<file path="src/rtl/wb_arb_pkg.sv">
// Shared types for the two-master Wishbone arbiter: FSM states, owner encoding and the
// request-to-state arbitration helper used both from idle and at owner release.
package wb_arb_pkg;

    typedef enum logic [1:0] {
        S_IDLE  = 2'd0,
        S_M0    = 2'd1,
        S_M1    = 2'd2,
        S_ABORT = 2'd3
    } arb_state_t;

    localparam logic [1:0] OWN_NONE = 2'b00;
    localparam logic [1:0] OWN_M0   = 2'b01;
    localparam logic [1:0] OWN_M1   = 2'b10;

    // prefer_m1 only matters on a tie; fixed priority passes 0 so video always wins.
    function automatic arb_state_t arbitrate(input logic m0_req, input logic m1_req,
                                             input logic prefer_m1);
        arb_state_t nxt;
        if (m0_req && m1_req) begin
            nxt = prefer_m1 ? S_M1 : S_M0;
        end else if (m0_req) begin
            nxt = S_M0;
        end else if (m1_req) begin
            nxt = S_M1;
        end else begin
            nxt = S_IDLE;
        end
        return nxt;
    endfunction

endpackage

</file>
<file path="src/rtl/wb_watchdog.sv">
// Ack watchdog: counts owner cycles without an ack and pulses fire_o on the TIMEOUT-th one.
// An ack (or any clear) in the firing cycle suppresses the fire.
module wb_watchdog #(
    parameter int unsigned TW      = 8,
    parameter int unsigned TIMEOUT = 255
) (
    input  logic clk_i,
    input  logic rst_i,
    input  logic clr_i,
    input  logic en_i,
    output logic fire_o
);

    localparam logic [TW-1:0] CNT_LAST = TW'(TIMEOUT - 1);
    localparam logic [TW-1:0] CNT_MAX  = '1;

    logic [TW-1:0] cnt_q;
    logic [TW-1:0] cnt_d;

    assign fire_o = en_i && !clr_i && (cnt_q == CNT_LAST);

    always_comb begin
        cnt_d = cnt_q;
        if (clr_i || fire_o) begin
            cnt_d = '0;
        end else if (en_i && (cnt_q != CNT_MAX)) begin
            cnt_d = cnt_q + TW'(1);
        end
    end

    always_ff @(posedge clk_i or negedge rst_i) begin
        if (!rst_i) begin
            cnt_q <= '0;
        end else begin
            cnt_q <= cnt_d;
        end
    end

endmodule

</file>
<file path="src/rtl/wb_video_arbiter.sv">
// Two-master Wishbone arbiter (m0 = video fetch, m1 = CPU) onto one memory slave, with an ack watchdog.
// Define WBARB_FAIR_EN for round-robin tie-breaking; otherwise m0 has fixed priority.
module wb_video_arbiter
    import wb_arb_pkg::*;
#(
    parameter int unsigned TIMEOUT = 255,
    parameter int unsigned TW      = 8,
    parameter int unsigned AW      = 32,
    parameter int unsigned DW      = 32
) (
    input  logic              clk_i,
    input  logic              rst_i,
    // m0: video fetch master
    input  logic              m0_cyc_i,
    input  logic              m0_stb_i,
    input  logic              m0_we_i,
    input  logic [AW-1:0]     m0_adr_i,
    input  logic [DW/8-1:0]   m0_sel_i,
    input  logic [DW-1:0]     m0_dat_m_i,
    output logic [DW-1:0]     m0_dat_s_o,
    output logic              m0_ack_o,
    output logic              m0_err_o,
    // m1: CPU master
    input  logic              m1_cyc_i,
    input  logic              m1_stb_i,
    input  logic              m1_we_i,
    input  logic [AW-1:0]     m1_adr_i,
    input  logic [DW/8-1:0]   m1_sel_i,
    input  logic [DW-1:0]     m1_dat_m_i,
    output logic [DW-1:0]     m1_dat_s_o,
    output logic              m1_ack_o,
    output logic              m1_err_o,
    // s: shared memory slave
    output logic              s_cyc_o,
    output logic              s_stb_o,
    output logic              s_we_o,
    output logic [AW-1:0]     s_adr_o,
    output logic [DW/8-1:0]   s_sel_o,
    output logic [DW-1:0]     s_dat_m_o,
    input  logic [DW-1:0]     s_dat_s_i,
    input  logic              s_ack_i,
    output logic [1:0]        grant_o,
    output logic              timeout_o
);

    arb_state_t state_q, state_d;
    logic       timeout_q;
    logic [1:0] abort_own_q;
    logic       prefer_m1;
    logic       owner_active;
    logic       owner_release;
    logic       aborted_cyc;
    logic       wd_fire;
    logic       wd_clr;

    assign owner_active  = (state_q == S_M0) || (state_q == S_M1);
    assign owner_release = ((state_q == S_M0) && !m0_cyc_i) || ((state_q == S_M1) && !m1_cyc_i);
    assign aborted_cyc   = (abort_own_q == OWN_M0) ? m0_cyc_i : m1_cyc_i;

    // Clearing throughout idle/abort is equivalent to clearing on entry to an owner state,
    // and avoids feeding state_d back into the watchdog.
    assign wd_clr = s_ack_i || !owner_active || owner_release;

    wb_watchdog #(
        .TW      (TW),
        .TIMEOUT (TIMEOUT)
    ) u_watchdog (
        .clk_i  (clk_i),
        .rst_i  (rst_i),
        .clr_i  (wd_clr),
        .en_i   (owner_active),
        .fire_o (wd_fire)
    );

`ifdef WBARB_FAIR_EN
    logic [1:0] last_owner_q;

    assign prefer_m1 = (last_owner_q == OWN_M0);

    always_ff @(posedge clk_i or negedge rst_i) begin
        if (!rst_i) begin
            last_owner_q <= OWN_M1;
        end else if (state_d == S_M0) begin
            last_owner_q <= OWN_M0;
        end else if (state_d == S_M1) begin
            last_owner_q <= OWN_M1;
        end
    end
`else
    assign prefer_m1 = 1'b0;
`endif

    always_ff @(posedge clk_i or negedge rst_i) begin
        if (!rst_i) begin
            state_q     <= S_IDLE;
            timeout_q   <= 1'b0;
            abort_own_q <= OWN_NONE;
        end else begin
            state_q   <= state_d;
            timeout_q <= wd_fire;
            if (wd_fire) begin
                abort_own_q <= (state_q == S_M0) ? OWN_M0 : OWN_M1;
            end
        end
    end

    always_comb begin
        state_d = state_q;
        case (state_q)
            S_IDLE: state_d = arbitrate(m0_cyc_i, m1_cyc_i, prefer_m1);
            S_M0: begin
                if (!m0_cyc_i) begin
                    state_d = arbitrate(m0_cyc_i, m1_cyc_i, prefer_m1);
                end else if (wd_fire) begin
                    state_d = S_ABORT;
                end
            end
            S_M1: begin
                if (!m1_cyc_i) begin
                    state_d = arbitrate(m0_cyc_i, m1_cyc_i, prefer_m1);
                end else if (wd_fire) begin
                    state_d = S_ABORT;
                end
            end
            S_ABORT: begin
                if (!aborted_cyc) begin
                    state_d = S_IDLE;
                end
            end
            default: state_d = S_IDLE;
        endcase
    end

    // Read data fans out to both masters unqualified; only ack/err say who it is for.
    assign m0_dat_s_o = s_dat_s_i;
    assign m1_dat_s_o = s_dat_s_i;

    always_comb begin
        grant_o   = OWN_NONE;
        s_cyc_o   = 1'b0;
        s_stb_o   = 1'b0;
        s_we_o    = 1'b0;
        s_adr_o   = '0;
        s_sel_o   = '0;
        s_dat_m_o = '0;
        m0_ack_o  = 1'b0;
        m1_ack_o  = 1'b0;
        case (state_q)
            S_M0: begin
                grant_o   = OWN_M0;
                s_cyc_o   = m0_cyc_i;
                s_stb_o   = m0_stb_i;
                s_we_o    = m0_we_i;
                s_adr_o   = m0_adr_i;
                s_sel_o   = m0_sel_i;
                s_dat_m_o = m0_dat_m_i;
                m0_ack_o  = s_ack_i;
            end
            S_M1: begin
                grant_o   = OWN_M1;
                s_cyc_o   = m1_cyc_i;
                s_stb_o   = m1_stb_i;
                s_we_o    = m1_we_i;
                s_adr_o   = m1_adr_i;
                s_sel_o   = m1_sel_i;
                s_dat_m_o = m1_dat_m_i;
                m1_ack_o  = s_ack_i;
            end
            default: ;
        endcase
        timeout_o = timeout_q;
        m0_err_o  = timeout_q && (abort_own_q == OWN_M0);
        m1_err_o  = timeout_q && (abort_own_q == OWN_M1);
    end

endmodule
</file>
<file path="config.mk">
export PLATFORM = sky130hd
export DESIGN_NAME = wb_video_arbiter
export DESIGN_NICKNAME = d
export VERILOG_FILES = /design/src/rtl/wb_arb_pkg.sv /design/src/rtl/wb_watchdog.sv /design/src/rtl/wb_video_arbiter.sv
export SDC_FILE = /design/constraint.sdc
export NUM_CORES = 1
export LEC_CHECK = 0
export CAP_MARGIN = 20
export CELL_PAD_IN_SITES_DETAIL_PLACEMENT = 0
export CELL_PAD_IN_SITES_GLOBAL_PLACEMENT = 2
export CORE_MARGIN = 4
export CORE_UTILIZATION = 10
export DETAILED_ROUTE_END_ITERATION = 10
export PLACE_DENSITY = 0.79
export REMOVE_ABC_BUFFERS = 1
export SYNTH_ARGS = -nofsm -noshare
export SYNTH_HDL_FRONTEND = slang
export SYNTH_SLANG_ARGS = --single-unit
</file>
<file path="constraint.sdc">
create_clock -name clk_i -period 2.6 [get_ports clk_i]
set_input_delay 0.52 -clock clk_i [delete_from_list [all_inputs] [get_ports clk_i]]
set_output_delay 0.52 -clock clk_i [all_outputs]
set_load 0.03 [all_outputs]
</file>
; ---- Word level (Yosys, flattened, before mapping)
; Index checks and enable logic that the tools add are counted.
[classes]
add_sub_neg = 1
eq_ne = 8
n_mux = 24
n_reduce_logical = 19
[ops]
columns = cell, count
row1 = 32-bit case mux with 2 select lines, 2
row2 = 2-bit 2-to-1 mux, 9
row3 = 8-bit 2-to-1 mux, 2
row4 = "8-bit by 1-bit adder with 8-bit output, second input constant", 1
row5 = "8-bit == test, second input constant", 1
row6 = 1-bit logical AND, 8
row7 = "8-bit != test, second input constant", 1
row8 = 2-bit case mux with 4 select lines, 1
row9 = 4-bit case mux with 2 select lines, 1
row10 = "2-bit == test, second input constant", 3
row11 = 1-bit case mux with 2 select lines, 3
row12 = 1-bit logical OR, 5
row13 = 1-bit 2-to-1 mux, 5
row14 = "2-bit by 1-bit == test with 1-bit output, second input constant", 2
row15 = 1-bit logical NOT, 4
row16 = 2-bit case mux with 2 select lines, 1
row17 = 2-bit logical NOT, 1
row18 = "2-bit != test, second input constant", 1
row19 = 2-bit nonzero test, 1
[totals]
regBits = 13
in_bits = 177
out_inout_bits = 142
word_cells = 56

; ---- Logic depth before layout (Yosys ltp)
[logic_depth]
word_depth = 11
depth_mapped = 7
depth_no_buf = 6

; ---- Hierarchy
; Synthesis repeated with hierarchy kept, for this count alone.
[unflattened]
cells_unflattened = 325
area_unflattened_um2 = 2476.1
[modules_own_cells]
columns = mod, instances, cells_per_inst, area_per_inst_um2, seq_area_each_um2
row1 = wb_video_arbiter, 1, 273, 1971.9, 125.1
row2 = wb_watchdog, 1, 52, 504.2, 200.2

; ---- Least setup slack after synthesis
; Ideal clock, no wire load.
[synth_timing]
path_type = reg-to-output
start = register state_q[1]
end = output s_adr_o[0]
t_arrival_ns = 1.845
t_required_ns = 2.080
slack_ns = 0.235
stages_incl_launch_ff = 7
path_buffers = 2
cell_sequence = dfrtp_1 -> inv_1 -> ha_1 -> clkbuf_1 -> clkbuf_1 -> a22oi_1 -> nor2_1
[synth_between]
elab_chain_len = 2
elab_cells_between_ends = 3
classes_between = eq/ne (2) / mux (1)
[synth_lines]
columns = element, line
row1 = from (decl), wb_video_arbiter.sv:46  ; arb_state_t state_q, state_d;
row2 = from (signal assigned), wb_video_arbiter.sv:99  ; state_q <= state_d;
row3 = 2-bit == test or 2-bit by 1-bit == test with 1-bit output (tied branches), wb_video_arbiter.sv:148  ; case (state_q)
row4 = 32-bit case mux with 2 select lines *, wb_video_arbiter.sv:148
row5 = to (decl), wb_video_arbiter.sv:37  ; output logic [AW-1:0] s_adr_o,
; Every way passes the cells marked *; elsewhere a longest branch is shown, timed or not.

; ---- Worst setup path after layout
[layout_timing]
start = register state_q[0]
end = output s_sel_o[2]
[layout_between]
elab_chain_len = 2
elab_cells_between_ends = 3
classes_between = eq/ne (2) / mux (1)
[layout_lines]
columns = element, line
row1 = 2-bit == test or 2-bit by 1-bit == test with 1-bit output (tied branches), wb_video_arbiter.sv:148
row2 = 4-bit case mux with 2 select lines *, wb_video_arbiter.sv:148
row3 = to (decl), wb_video_arbiter.sv:38  ; output logic [DW/8-1:0] s_sel_o,
; Marked as above.

==> reports/qor.txt <==
Number of I/O port buffers: 222
RSZ-0062 raised after global routing: false
DRT antenna net count: 0
Area grow syn2layout: 98.07%
Final setup fails: 0
Clk_lat worst skew: 240 ps
Synth warn: 0
Number of global-route vias before repair: 2955
Crit. End Element: output pin
Drt first-iter violations: 197
CP Launch Type: flip-flop
DIE HEIGHT: 158.7 um
Max Cap Viol: 0
Crit path kind: reg -> out
Starting Density: 10.28%
Largest net degree at the start of global routing: 42
First-pass GRT wire length: 19460 um
Fillers: 2468
CTS tree: built
Final-report max-slew violation count: 0
Minimum clock period: 2477 ps
Hpwl dp: 10740 um
Slew @ Worst Pin: 643.3 ps
# rows: 54
CTS clk-pin slew, worst paths: 40 ps
Critical-path maximum fanout: 26
Vias/cell: 3.851
Gr ovfl total: 0
Cell variety after synth: 38
Post-synth EDFFs: 0
Hold path depth: 2
Pwr Density: 378.4 mW/mm^2
Routed wire length: 13130 um
GRT Util Overall: 9.712%
DRC violations left: 0
Ports: 319
Pre-CTS setup slack: 37.84 ps
Clock skew: 1.461 ps
Via count: 2915
Die ar.: 0.02520 sq mm
CTS Root Cell: clkbuf_16
Hold Fails Final Rpt: 0
Min-delay src: abort_own_q[1]
Clk sinks: 13
Async SR Flop Fraction: 100.0%
Cells after Synth: 315
Relative slew slack: 56.98%
CP required: 2080 ps
Slack of the critical path: 123.2 ps
Syn Area/Cell: 7.213 sq um
Crit path DAT: 1960 ps
Worst R2R Setup Slack: 440 ps
Final Util: 20.37%
CTS Hold Bufs: 0
Status: completed
WL/cell: 17.35 um
Post-layout power: 1.703 mW
Max frequency: 0.4038 GHz
Critical path's slowest cell: dlygate4sd2_1
Max Buffers Root-to-Sink: 2
Max IR drop VDD: 0.2333 mV
Synth Register Bits: 13
Hold Path End: abort_own_q[1]
DRT Pass-1 Iters: 4
Worst r2r path cells: 8
Pleak: 1.892 nW
Antenna violations before repair: 0
Antenna cells: 0
CP Cell Sequence: inv_1, ha_2, buf_12, buf_4, a22oi_1, nor2_1, dlygate4sd2_1
Hold slack: 565.8 ps
Die W: 158.7 um
Core ar.: 0.02209 sq mm
Fraction of layout cells with a size suffix above 1: 9.434%
Total number of H-tree levels: 1
Mapped Area: 0.002272 sq mm
CTS buffer count: 3
Worst R2R End: abort_own_q[0]
Sequential fraction of the synthesis area: 14.32%
Largest stage delay, worst path: 410 ps
Worst Hold Class: reg -> reg
Reg2reg start: state_q[1]
GPL Wtd Cong: 0.7798
Setup TNS: 0 ps
Synth Flop Type: dfrtp_1
Post-route clock period utilization: 95.26%
Final Net Count: 663
## cell usage after synthesis (2+ instances only)
| cell | n | area [sq um] |
|---|---|---|
| buf_1 | 7 | 26.28 |
| ha_1 | 8 | 100.1 |
| a211oi_2 | 3 | 37.54 |
| o211a_1 | 2 | 20.02 |
| nand4_1 | 3 | 18.77 |
| clkbuf_1 | 11 | 41.29 |
| o211ai_1 | 3 | 22.52 |
| nor2_1 | 83 | 311.6 |
| buf_2 | 5 | 25.02 |
| and3_1 | 2 | 12.51 |
| and2_1 | 2 | 12.51 |
| nand2_1 | 3 | 11.26 |
| dfrtp_1 | 13 | 325.3 |
| inv_1 | 7 | 26.28 |
| buf_4 | 64 | 480.5 |
| nand3_1 | 3 | 15.01 |
| xnor2_1 | 3 | 26.28 |
| a22oi_1 | 71 | 533.0 |
| xor2_1 | 2 | 17.52 |
| a311oi_2 | 2 | 30.03 |
## metal layers
metal  track usage, %  wire [um]  vias to the layer above
met1            11.57       5343                     1324
met3            5.988       1856                        9
li1                 -          -                     1377
met4           0.9073         63                        0
met2            15.24       5869                      205
met5            3.030          0                        -
## cell families after synthesis
logic type / after synthesis / share of synthesized area (%)
compound gates: 88 / 31.72
xor+xnor: 5 / 1.928
fa+ha+maj: 8 / 4.405
buf+inv: 96 / 27.04
flops: 13 / 14.32
mux: 2 / 1.101
simple gates: 103 / 19.49
## report_power, final
group / internal (mW) / switching, mW / total, mW
sequential: 0.210 / 0.00610 / 0.216
combinational: 0.533 / 0.663 / 1.20
clock: 0.207 / 0.0833 / 0.290
## metrics by stage
step	instances	cell area (sq um)
4_1_cts	757	4506
6_report	757	4501
3_5_place_dp	753	4516
2_1_floorplan	227	1688
5_1_grt	757	4501
3_3_place_gp	753	4516
## cells in the final DEF, fill, tap and decap left out, types with 6 or more instances in the layout
master / count
clkdlybuf4s50_1: 149
nor2_1: 83
a22oi_1: 71
dlygate4sd2_1: 67
buf_4: 20
dfrtp_1: 13
inv_1: 7
ha_1: 6
buf_12: 6
## cell type report
class	count	area, sq um	share of cell area (%)
Timing Repair Buffer	246	2379	52.85
Multi-Input combinational cell	206	1338	29.72
Tap cell	280	350.3	7.784
Sequential cell	13	325.3	7.228
Clock buffer	4	78.83	1.751
Inverter	8	30.03	0.6672
## flip-flops by register name, indices dropped and copies added, names as in the netlist
name	count
u_watchdog.cnt_q	8
timeout_o	1
state_q	2
abort_own_q	2
## worst max-delay path by stage
stage	from	to	slack (ps)	depth (start not counted)
after floorplan	state_q[1]	s_cyc_o	-700	4
after global placement	state_q[0]	s_adr_o[18]	50	7
after detailed placement	state_q[0]	s_adr_o[18]	40	7
after CTS	state_q[0]	s_adr_o[18]	60	7
after global routing	state_q[0]	s_dat_m_o[19]	5	7
final	state_q[0]	s_sel_o[2]	120	7
## what timing repair did
action	in CTS	in global routing
pin swaps	0	0
setup endpoints to repair	71	4
hold endpoints to repair	0	0
cloned	0	0
resized for setup	71	6
buffers inserted	0	0
## worst max-delay path: cells and delay by family (launching register included)
family | cells | cell delay [ps]
and+or+nand+nor | 1 | 110
DFF | 1 | 370
AOI/OAI and AO/OA | 1 | 80
adders and majority gates | 1 | 210
buffers and inverters | 4 | 910
Power figures use the tool's default switching activity.
